<file path="src/rtl/uart_rx_ctrl.sv">
// Receive-side controller for uart_rx: enable/baud sequencing FSM, byte FIFO,
// error/overrun status and a level/status interrupt.
module uart_rx_ctrl #(
    parameter int DEPTH = 16,
    parameter int LW    = 5
) (
    input  logic          clk,
    input  logic          rst,
    input  logic          cfg_en,
    input  logic [31:0]   cfg_baud_div,
    input  logic [LW-1:0] cfg_thresh,
    input  logic          cfg_flush,
    input  logic [7:0]    rx_data_in,
    input  logic          rx_busy,
    input  logic          rx_done_tick,
    input  logic          rx_error,
    output logic          rx_en,
    output logic [31:0]   baud_div,
    input  logic          rd_en,
    output logic [7:0]    rd_data,
    output logic          rd_valid,
    output logic [LW-1:0] fifo_level,
    output logic          overrun,
    output logic [7:0]    frame_err_cnt,
    output logic [1:0]    state_o,
    output logic          irq
);
    localparam int AW = LW - 1;

    typedef enum logic [1:0] {
        IDLE   = 2'd0,
        ACTIVE = 2'd1,
        DRAIN  = 2'd2,
        RELOAD = 2'd3
    } state_t;

    state_t        state_q;
    logic          rx_en_q;
    logic [31:0]   baud_div_q;

    logic [7:0]    mem_q [DEPTH];
    logic [AW-1:0] rd_ptr_q, rd_ptr_d;
    logic [AW-1:0] wr_ptr_q, wr_ptr_d;
    logic [LW-1:0] level_q, level_d;
    logic          overrun_q, overrun_d;
    logic [7:0]    err_cnt_q, err_cnt_d;
    logic          irq_q, irq_d;

    logic sampling, push_req, err_req, pop, full, push_ok;

    // Enable/divisor changes only take effect between frames: DRAIN keeps the
    // receiver running at the old divisor until rx_busy drops.
    always_ff @(posedge clk) begin
        if (rst) begin
            state_q    <= IDLE;
            rx_en_q    <= 1'b0;
            baud_div_q <= 32'd0;
        end else begin
            case (state_q)
                IDLE: begin
                    if (cfg_en) begin
                        baud_div_q <= cfg_baud_div;
                        rx_en_q    <= 1'b1;
                        state_q    <= ACTIVE;
                    end
                end
                ACTIVE: begin
                    if (!cfg_en || (cfg_baud_div != baud_div_q)) begin
                        state_q <= DRAIN;
                    end
                end
                DRAIN: begin
                    if (!rx_busy) begin
                        rx_en_q <= 1'b0;
                        state_q <= cfg_en ? RELOAD : IDLE;
                    end
                end
                RELOAD: begin
                    baud_div_q <= cfg_baud_div;
                    rx_en_q    <= 1'b1;
                    state_q    <= ACTIVE;
                end
                default: begin
                    state_q <= IDLE;
                    rx_en_q <= 1'b0;
                end
            endcase
        end
    end

    // Read side: a byte is consumed on any cycle with rd_en=1 and rd_valid=1;
    // rd_en while rd_valid=0 is ignored and rd_data is valid only with rd_valid.
    assign sampling = (state_q == ACTIVE) || (state_q == DRAIN);
    assign push_req = sampling && rx_done_tick && !rx_error;
    assign err_req  = sampling && rx_done_tick && rx_error;
    assign pop      = rd_en && (level_q != '0);
    assign full     = (level_q == LW'(DEPTH));
    assign push_ok  = push_req && (!full || pop);

    always_comb begin
        rd_ptr_d  = rd_ptr_q;
        wr_ptr_d  = wr_ptr_q;
        level_d   = level_q;
        overrun_d = overrun_q;
        err_cnt_d = err_cnt_q;
        if (cfg_flush) begin
            rd_ptr_d  = '0;
            wr_ptr_d  = '0;
            level_d   = '0;
            overrun_d = 1'b0;
            err_cnt_d = 8'd0;
        end else begin
            if (push_ok) wr_ptr_d = wr_ptr_q + AW'(1);
            if (pop)     rd_ptr_d = rd_ptr_q + AW'(1);
            if (push_ok && !pop)      level_d = level_q + LW'(1);
            else if (pop && !push_ok) level_d = level_q - LW'(1);
            if (push_req && !push_ok) overrun_d = 1'b1;
            if (err_req && (err_cnt_q != 8'hFF)) err_cnt_d = err_cnt_q + 8'd1;
        end
        irq_d = ((cfg_thresh != '0) && (level_q >= cfg_thresh)) || overrun_q ||
                (err_cnt_q != 8'd0);
    end

    always_ff @(posedge clk) begin
        if (rst) begin
            rd_ptr_q  <= '0;
            wr_ptr_q  <= '0;
            level_q   <= '0;
            overrun_q <= 1'b0;
            err_cnt_q <= 8'd0;
            irq_q     <= 1'b0;
        end else begin
            rd_ptr_q  <= rd_ptr_d;
            wr_ptr_q  <= wr_ptr_d;
            level_q   <= level_d;
            overrun_q <= overrun_d;
            err_cnt_q <= err_cnt_d;
            irq_q     <= irq_d;
        end
    end

    always_ff @(posedge clk) begin
        if (push_ok && !cfg_flush && !rst) mem_q[wr_ptr_q] <= rx_data_in;
    end

    assign rd_data       = mem_q[rd_ptr_q];
    assign rd_valid      = (level_q != '0);
    assign fifo_level    = level_q;
    assign overrun       = overrun_q;
    assign frame_err_cnt = err_cnt_q;
    assign rx_en         = rx_en_q;
    assign baud_div      = baud_div_q;
    assign state_o       = state_q;
    assign irq           = irq_q;
endmodule

</file>
<file path="config.mk">
export PLATFORM = sky130hd
export DESIGN_NAME = uart_rx_ctrl
export DESIGN_NICKNAME = d
export VERILOG_FILES = /design/src/rtl/uart_rx_ctrl.sv
export SDC_FILE = /design/constraint.sdc
export NUM_CORES = 1
export LEC_CHECK = 0
export CAP_MARGIN = 15
export CORE_UTILIZATION = 55
export DETAILED_ROUTE_END_ITERATION = 10
export PLACE_DENSITY = 0.86
export SYNTH_ARGS = -nofsm -noshare
export SYNTH_HDL_FRONTEND = slang
export SYNTH_SLANG_ARGS = --single-unit
</file>
<file path="constraint.sdc">
create_clock -name clk -period 3.5 [get_ports clk]
set_clock_uncertainty 0.1 [all_clocks]
set_input_delay 0.525 -clock clk [delete_from_list [all_inputs] [get_ports clk]]
set_output_delay 0.525 -clock clk [all_outputs]
set_load 0.02 [all_outputs]
</file>
==> results.toml <==
[cts]
cts_buffer_depth = 2
clk_latency_ns = 0.43
cts_hold_buf = 0
cts_made_buffers = 17
cts-root-buf = "clkbuf_16"
cts.sinks = 190
cts_resized = 1
cts_tree = "yes"
post_cts_buffers = 0
htreeDepth = 4
path_clk_slew_ns = 0.07

[hold_path]
hp-class = "register to register"
holdPathEnd = "baud_div[29]$_SDFFE_PP0P_"
hold_depth = 2
hp-start = "baud_div[29]$_SDFFE_PP0P_"

[power_and_ir_drop]
power_mw = 6.20
p_clk_share_pct = 30.3
p_sw_mw = 1.84
ir_drop_v = 0.000377
intPower_mw = 4.36
p_per_area_nw_per_um2 = 625
switching_share_pct = 29.7
leakage_nw = 3.33
pwr-share-comb_pct = 26.6
pwr-share-seq_pct = 43.0

[layout]
fin_util_pct = 70.7
fillCellCount = 871
multi_input_area_um2 = 2740
diodes = 0
layout-drive-gt1-share_pct = 13.2
layout.area.seq_um2 = 5090
finalInstanceArea_um2 = 9920
final_cells = 890
nets = 773
area_growth_pct = 24.2

[placement]
place_area_um2 = 9350
dpl.hpwl_um = 11600
io_buffers = 111
pre_cts_slack_ns = 0.237
routabilityCongestion = 0.844
dp_cells = 858

[timing]
clock.fmax_mhz = 299
fin_tns_setup_ns = 0
hold_violations = 0
setup-violations-final = 0
min_period_ns = 3.35
min_period_over_period_pct = 95.7
relSlewSlack_pct = 39.0
worst_slew_pin_slew_ns = 0.912
whs_ns = 0.387
setup_ws_ns = 0.150
maxSlewViolCount = 0
rsz0062_at_grt = "no"

[setup_path]
timing.rr.end = "fifo_level[4]$_SDFFE_PP0P_"
r2r_start = "fifo_level[0]$_SDFFE_PP0P_"
reg2reg_depth = 13
path_max_fanout = 9
start_kind = "register"
critPathArrivalTime_ns = 2.72
r2r_setup_slack_ns = 0.23
setup.worst_path.end_class = "output pin"
critPathKind = "register to output pin"
crit_required_ns = 2.87

[global_routing]
antenna_found_initial = 0
overflow = 0
grt_use_total_pct = 25.3
grt_max_degree = 39
grt_pass1_wl_um = 27500
grt_pass1_vias = 5260

[die]
io_pins = 112
die_h_um = 123
coreArea_um2 = 14000
dieArea_um2 = 15000
core.rowCount = 43
die_w_um = 123
initial_core_util_pct = 56.9

[logic_synthesis]
yosysSeqAreaShare_pct = 63.6
synth.top_cell.area_share_pct = 48.1
synth_top_area_cell = "edfxtp_1"
syn_nets = 653
synth_top_flop_cell = "edfxtp_1"
yosys_warnings = 0
synthArstFlopShare_pct = 0
synth-edff-count = 128
avgSynthCellArea_um2 = 13.8
synth_cells = 577
ys_top_cells_by_area = "edfxtp_1 48%, dfxtp_1 16%, mux4_2 11%"
syn_area_um2 = 7990
ys_types = 43
synth_seq_cells = 190

[routing]
viasPerCell = 5.70
dr.pass1.iters = 4
finalWirelength_um = 17600
post_drt_wl_per_cell_um = 19.7
dr_total_vias = 5069
drt_iter0_drc = 329
drc = 0
drtAntennaViolNets = 0

[run_status]
status = "finished, final reports clean"

[flow_run]
max_cap_violations = 0
## power by group through the flow
stage | combinational (mW) | sequential, mW | clock, mW
floorplan | 0.944 | 2.81 | 0
global placement | 1.58 | 2.70 | 0
detailed placement | 1.65 | 2.71 | 0
CTS | 1.66 | 2.67 | 1.90
global route | 1.81 | 2.69 | 1.99
finish | 1.65 | 2.67 | 1.88
## worst max-delay path by stage
stage | start | endpoint | slack [ns] | depth (start not counted)
final | register | rd_data[2] | 0.15 | 4
after global routing | register | rd_data[2] | 0.02 | 4
after CTS | register | rd_data[2] | 0.10 | 4
after detailed placement | fifo_level[0]$_SDFFE_PP0P_ | fifo_level[4]$_SDFFE_PP0P_ | 0.24 | 13
after global placement | fifo_level[0]$_SDFFE_PP0P_ | fifo_level[4]$_SDFFE_PP0P_ | 0.36 | 13
after floorplan | fifo_level[0]$_SDFFE_PP0P_ | fifo_level[4]$_SDFFE_PP0P_ | 0.26 | 14
## cell families after synthesis
kind of cell             count (synthesis)  synth area share (%)
multiplexers                            43                  11.7
AND/OR/NAND/NOR                        174                  9.73
buffers and inverters                   41                  2.07
XOR/XNOR                                47                  5.15
AO/OA/AOI/OAI                           59                  4.04
adder cells (fa/ha/maj)                 23                  3.70
flip-flops                             190                  63.6
## state kept, by name, indices dropped and copies added, names as in the netlist, 2 cells and up, named ones only
register,cells
frame_err_cnt,8
wr_ptr_q,4
fifo_level,5
baud_div,32
rd_ptr_q,4
state_o,2
mem_q,128
## synthesized netlist by cell type, drive strengths merged (2+ instances only)
cell type,n
mux4,40
inv,17
xnor2,24
or2,2
nor2,52
a211oi,2
clkbuf,18
o211ai,2
edfxtp,128
mux2i,2
xor2,23
nor2b,2
or3,5
nand2,77
nor3,5
nand3,9
nor4,5
a31oi,2
or4,2
o21ai,5
dfxtp,62
ha,22
a21oi,45
nand4,9
buf,6
## area by class of cell
| class | instances | share of cell area (%) |
|---|---|---|
| clock inverter | 12 | 1.39 |
| timing repair buffer | 125 | 12.4 |
| clock buffer | 20 | 4.40 |
| inverter | 17 | 0.643 |
| sequential | 190 | 51.3 |
| multi-input combinational | 346 | 27.6 |
| tap | 180 | 2.27 |
## critical path, cell delays in order, from the launching register on
cell             delay (ns)
dfxtp_4                0.46
buf_4                  0.23
mux4_2                 0.52
mux4_2                 0.51
clkdlybuf4s50_1        0.57
## placed cells by master, fill, tap and decap left out, types with 2 or more instances in the layout
master	synthesis	routed
edfxtp_1	128	128
clkdlybuf4s50_1	0	111
nand2_1	76	76
dfxtp_1	62	61
nor2_1	52	52
a21oi_1	45	45
mux4_2	40	40
xnor2_1	24	24
xor2_1	23	23
ha_1	22	22
clkbuf_16	0	17
inv_1	16	16
buf_4	0	13
nand3_1	9	9
nand4_1	8	8
or3_1	5	5
o21ai_0	5	5
nor4_1	5	5
nor3_1	4	4
clkinv_4	0	4
clkbuf_1	18	3
inv_6	0	3
or4_1	2	2
a31oi_1	2	2
o211ai_1	2	2
a211oi_1	2	2
nor2b_1	2	2
bufinv_16	0	2
## metal layers
metal  track usage, %  part of all wire [%]
met1             30.9                    40
met2             41.7                    50
met3             7.48                   7.8
met4             11.1                   2.7
met5                0                     0
No activity file was read; power rests on OpenSTA's default activity.
==> RTL change 1: new RTL, same flow settings <==
Remove the register `irq_q`: a continuous assignment takes its place, so the output `irq` follows one clock earlier.
--- a/src/rtl/uart_rx_ctrl.sv
+++ b/src/rtl/uart_rx_ctrl.sv
@@ -128,16 +128,16 @@
             level_q   <= '0;
             overrun_q <= 1'b0;
             err_cnt_q <= 8'd0;
-            irq_q     <= 1'b0;
         end else begin
             rd_ptr_q  <= rd_ptr_d;
             wr_ptr_q  <= wr_ptr_d;
             level_q   <= level_d;
             overrun_q <= overrun_d;
             err_cnt_q <= err_cnt_d;
-            irq_q     <= irq_d;
         end
     end
+
+    assign irq_q = irq_d;
 
     always_ff @(posedge clk) begin
         if (push_ok && !cfg_flush && !rst) mem_q[wr_ptr_q] <= rx_data_in;
Formal check against the unedited RTL: not equivalent (Yosys sat finds a counterexample within 4 cycles, from zero or initial values and one cycle with rst high).
==> RTL change 1 against the original RTL <==
Area after synthesis is 0.28% lower; global-route usage is 0.96 points lower; cell area is 0.40% lower; count of clock-buffer cells in the layout stayed put; final cell count is 1.0% lower; total power is 0.15% lower; synthesized cell count is 1.0% lower; sequential cell count is 1 lower; wire length is 3.1% lower; setup slack better by 25 ps; critical path type unchanged.
==> RTL change 1: results (changes against the original RTL) <==
- Xor/xnor share of the synthesized area: 5.387% (+0.23 points)
- Total track usage: 24.37% (-0.96 points)
- Wire length of the first global-routing pass: 26780 µm (-2.7%)
- Final Hold Slack: 381.3 ps (-5.651 ps)
- Nets: 764 (-1.2%)
- Cell total after placement: 849 (-1.0%)
- Wire length reported by the detailed router: 17020 µm (-3.1%)
- Multiplexer share of the synthesized area: 11.58% (-0.093 points)
- Switching power: 1831 µW (-0.57%)
- Commonest cells in the netlist: sky130_fd_sc_hd__edfxtp_1 (128), sky130_fd_sc_hd__nand2_1 (74), sky130_fd_sc_hd__dfxtp_1 (61)
- Synthesized area per cell: 13.95 µm² (+0.77%)
- Routed length on met1: 6716 µm (-3.8%)
- Via total after detailed routing: 5028 (-0.81%)
- Met2 wire length: 8981 µm (+2.6%)
- Detailed-router iteration count before antenna repair: 5 (+1)
- Synth area leaders: sky130_fd_sc_hd__edfxtp_1 (48%), sky130_fd_sc_hd__dfxtp_1 (15%), sky130_fd_sc_hd__mux4_2 (11%), sky130_fd_sc_hd__nand2_1 (3.5%), sky130_fd_sc_hd__ha_1 (3.5%)
- Met2 track demand over resource: 42.59% (+0.84 points)
- Internal reg-to-reg setup slack: 300 ps (+70 ps)
- Placer's final routability congestion estimate: 0.8691 (+3.0%)
- Distinct cell type count of the synthesized netlist: 44 (+2.3%)
- Worst-case setup slack after placement: 194.7 ps (-42.24 ps)
- Share of cells above drive strength 1: 13.27% (+0.027 points)
- Area fraction in compound gates after synthesis: 4.005% (-0.036 points)
- Net Count, Synth: 647 (-0.92%)
- Data arrival time of the worst path: 2700 ps (-20 ps)
- Average detailed-routed wire length per instance: 19.32 µm (-2.1%)
- Largest net degree at the start of global routing: 38 (-2.6%)
- Routed wl met3: 956 µm (-30%)
- Total leakage power: 0.003344 µW (+0.45%)
- Via count of the first global-routing pass: 5175 (-1.6%)
- Status: complete, no violations
- Met1 capacity usage during global routing: 29.20% (-1.7 points)
- Proportion of power drawn by flip-flops and latches: 42.7% (-0.3 points)
- Sequential-to-total area share from yosys stat: 63.58% (-0.071 points)
- Share of synthesized cell area in full adder, half adder and majority cells: 3.707% (+0.010 points)
- Maximum fanout along the worst path: 32 (+23)
- Placed wire-length estimate: 11690 µm (+0.50%)
- Tightest slew margin relative to the limit: 48.17% (+9.2 points)
[RTL change 1: kinds of logic after synthesis]
family | after synthesis
AND/OR/NAND/NOR | 169
buffers and inverters | 42
multiplexers | 42
AO/OA/AOI/OAI | 57
adder cells (fa/ha/maj) | 23
XOR/XNOR | 49
flip-flops | 189
[RTL change 1: worst paths after layout]
check                                to                        from
max                          rd_data[6]                        flop
min            baud_div[2]$_SDFFE_PP0P_    baud_div[2]$_SDFFE_PP0P_
max reg2reg  fifo_level[4]$_SDFFE_PP0P_  fifo_level[1]$_SDFFE_PP0P_
min reg2reg    baud_div[2]$_SDFFE_PP0P_    baud_div[2]$_SDFFE_PP0P_
[RTL change 1: final cells by class]
| class | instances | area (µm²) |
|---|---|---|
| flip-flops and latches | 189 | 5066 |
| well taps | 180 | 225.2 |
| clock buffers | 20 | 436.7 |
| clock inverters | 12 | 137.6 |
| multi-input cells | 340 | 2736 |
| repair buffers | 124 | 1221 |
| inverters | 16 | 60.06 |
| fillers | 924 | 4105 |
==> RTL change 2: new RTL, config.mk and constraints unchanged <==
Without the edit above. `DEPTH`: 16 -> 8.
--- a/src/rtl/uart_rx_ctrl.sv
+++ b/src/rtl/uart_rx_ctrl.sv
@@ -1,7 +1,7 @@
 // Receive-side controller for uart_rx: enable/baud sequencing FSM, byte FIFO,
 // error/overrun status and a level/status interrupt.
 module uart_rx_ctrl #(
-    parameter int DEPTH = 16,
+    parameter int DEPTH = 8,
     parameter int LW    = 5
 ) (
     input  logic          clk,
Formal check against the unedited RTL: no difference found for any inputs over 4 cycles, from zero or initial values and one cycle with rst high; that may be too few to reach the edited logic, so the function may still have changed.
==> RTL change 2 against the original RTL <==
Global-route usage rose by 0.84 points; sequential power fell by 33%; count of clock-buffer cells in the layout is 3 lower; total power is 21% lower; area after synthesis shrank 33%; wire length fell by 28%; hold slack lost 9.5 ps; setup slack better by 76 ps; cell area decreased by 27%; sequential cell count fell by 67; largest power group unchanged.
==> RTL change 2: results (changes against the original RTL) <==
- CTS root buffer: sky130_fd_sc_hd__clkbuf_8
- Post-synth EDFFs: 64 (-50%)
- Area fraction in compound gates after synthesis: 5.640% (+1.6 points)
- Cell with the biggest individual delay on the critical path: sky130_fd_sc_hd__or4_1
- Xor/xnor share of the synthesized area: 7.667% (+2.5 points)
- Worst-Margin Slew: 783.1 ps (-129.1 ps)
- Commonest cells in the netlist: sky130_fd_sc_hd__nand2_1 (72), sky130_fd_sc_hd__edfxtp_1 (64), sky130_fd_sc_hd__dfxtp_1 (59)
- Sequential-to-total area share from yosys stat: 57.80% (-5.9 points)
- Via total after detailed routing: 3891 (-23%)
- Wire length reported by the detailed router: 12620 µm (-28%)
- Filler cell count in the final layout: 563 (-35%)
- VDD IR max: 0.4260 mV (+13%)
- Total track usage: 26.16% (+0.84 points)
- Period utilization: 93.54% (-2.2 points)
- Leading cell type by number of instances after synthesis: sky130_fd_sc_hd__nand2_1
- Placer's final routability congestion estimate: 0.8639 (+2.4%)
- Worst-case setup slack after placement: 314.8 ps (+77.87 ps)
- Largest incremental delay on the critical path: 550 ps (-20 ps)
- Status: complete, no violations
- Clock latency at the later pin of the worst-skew pair: 520 ps (+90 ps)
- Share of cells above drive strength 1: 12.86% (-0.38 points)
- DRT iter0 DRCs: 209 (-36%)
- Net Count, Synth: 526 (-19%)
- Via count of the first global-routing pass: 3984 (-24%)
- Total leakage power: 0.002593 µW (-22%)
- Share of synthesized cell area in full adder, half adder and majority cells: 4.568% (+0.87 points)
- Number of flip-flops in the largest register: 64 (-50%)
- Data arrival time of the worst path: 3620 ps (+900 ps)
## RTL change 2: cell types whose count changed in the layout (fill, tap and decap cells not counted), moves of 4 or more
cell	delta
sky130_fd_sc_hd__inv_6	+4
sky130_fd_sc_hd__inv_8	+5
sky130_fd_sc_hd__edfxtp_1	-64
sky130_fd_sc_hd__nor2_1	-15
sky130_fd_sc_hd__ha_1	-4
sky130_fd_sc_hd__nand2_1	-4
sky130_fd_sc_hd__mux4_2	-24
sky130_fd_sc_hd__mux2_2	+8
sky130_fd_sc_hd__inv_1	-4
## RTL change 2: worst max-delay path by stage
stage,endpoint,depth (start not counted)
6_report,fifo_level[4]$_SDFFE_PP0P_,11
5_1_grt,fifo_level[4]$_SDFFE_PP0P_,11
4_1_cts,rd_data[4],3
3_5_place_dp,fifo_level[4]$_SDFFE_PP0P_,11
3_3_place_gp,fifo_level[4]$_SDFFE_PP0P_,11
2_1_floorplan,fifo_level[4]$_SDFFE_PP0P_,11
## RTL change 2: layout make-up
class,count,area [µm²],area share [%]
clock inverters,15,141.4,1.958
well taps,129,161.4,2.235
clock buffers,17,414.1,5.736
multi-input cells,301,2155,29.84
flip-flops and latches,123,3103,42.97
repair buffers,123,1201,16.63
inverters,12,45.04,0.6238
## RTL change 2: cell families after synthesis
group / after synthesis
AND/OR/NAND/NOR: 151
flip-flops: 123
AO/OA/AOI/OAI: 54
multiplexers: 30
buffers and inverters: 30
XOR/XNOR: 47
adder cells (fa/ha/maj): 19
## RTL change 2: metrics by stage
stage | cells | cell area [µm²] | utilization [%]
finish | 720 | 7221 | 77.41
global route | 720 | 7221 | 77.41
floorplan | 454 | 5369 | -
detailed placement | 688 | 6665 | 71.46
global placement | 688 | 6665 | 71.46
CTS | 720 | 7221 | 77.41
## RTL change 2: metal layers
layer  vias up  part of all wire, %  GRT usage (%)
met4         0                  2.1          11.59
li1       1862                    -              -
met3        22                  5.3          7.143
met5         -                    0              0
met2       127                   52          44.63
met1      1880                   41          31.05
## RTL change 2: where the power goes
| group | internal, µW | switching [µW] | total, µW |
|---|---|---|---|
| Sequential | 1640 | 139 | 1780 |
| Clock | 909 | 723 | 1630 |
| Combinational | 693 | 815 | 1510 |
## RTL change 2: worst register-to-register path, delay by kind of cell (launching register included)
| kind | cells | cell delay (ps) |
|---|---|---|
| and+or+nand+nor | 4 | 1350 |
| adders and majority gates | 2 | 620 |
| AOI/OAI and AO/OA | 3 | 530 |
| DFF | 1 | 370 |
| buffers and inverters | 1 | 110 |
| xor gates and xnor gates | 1 | 100 |
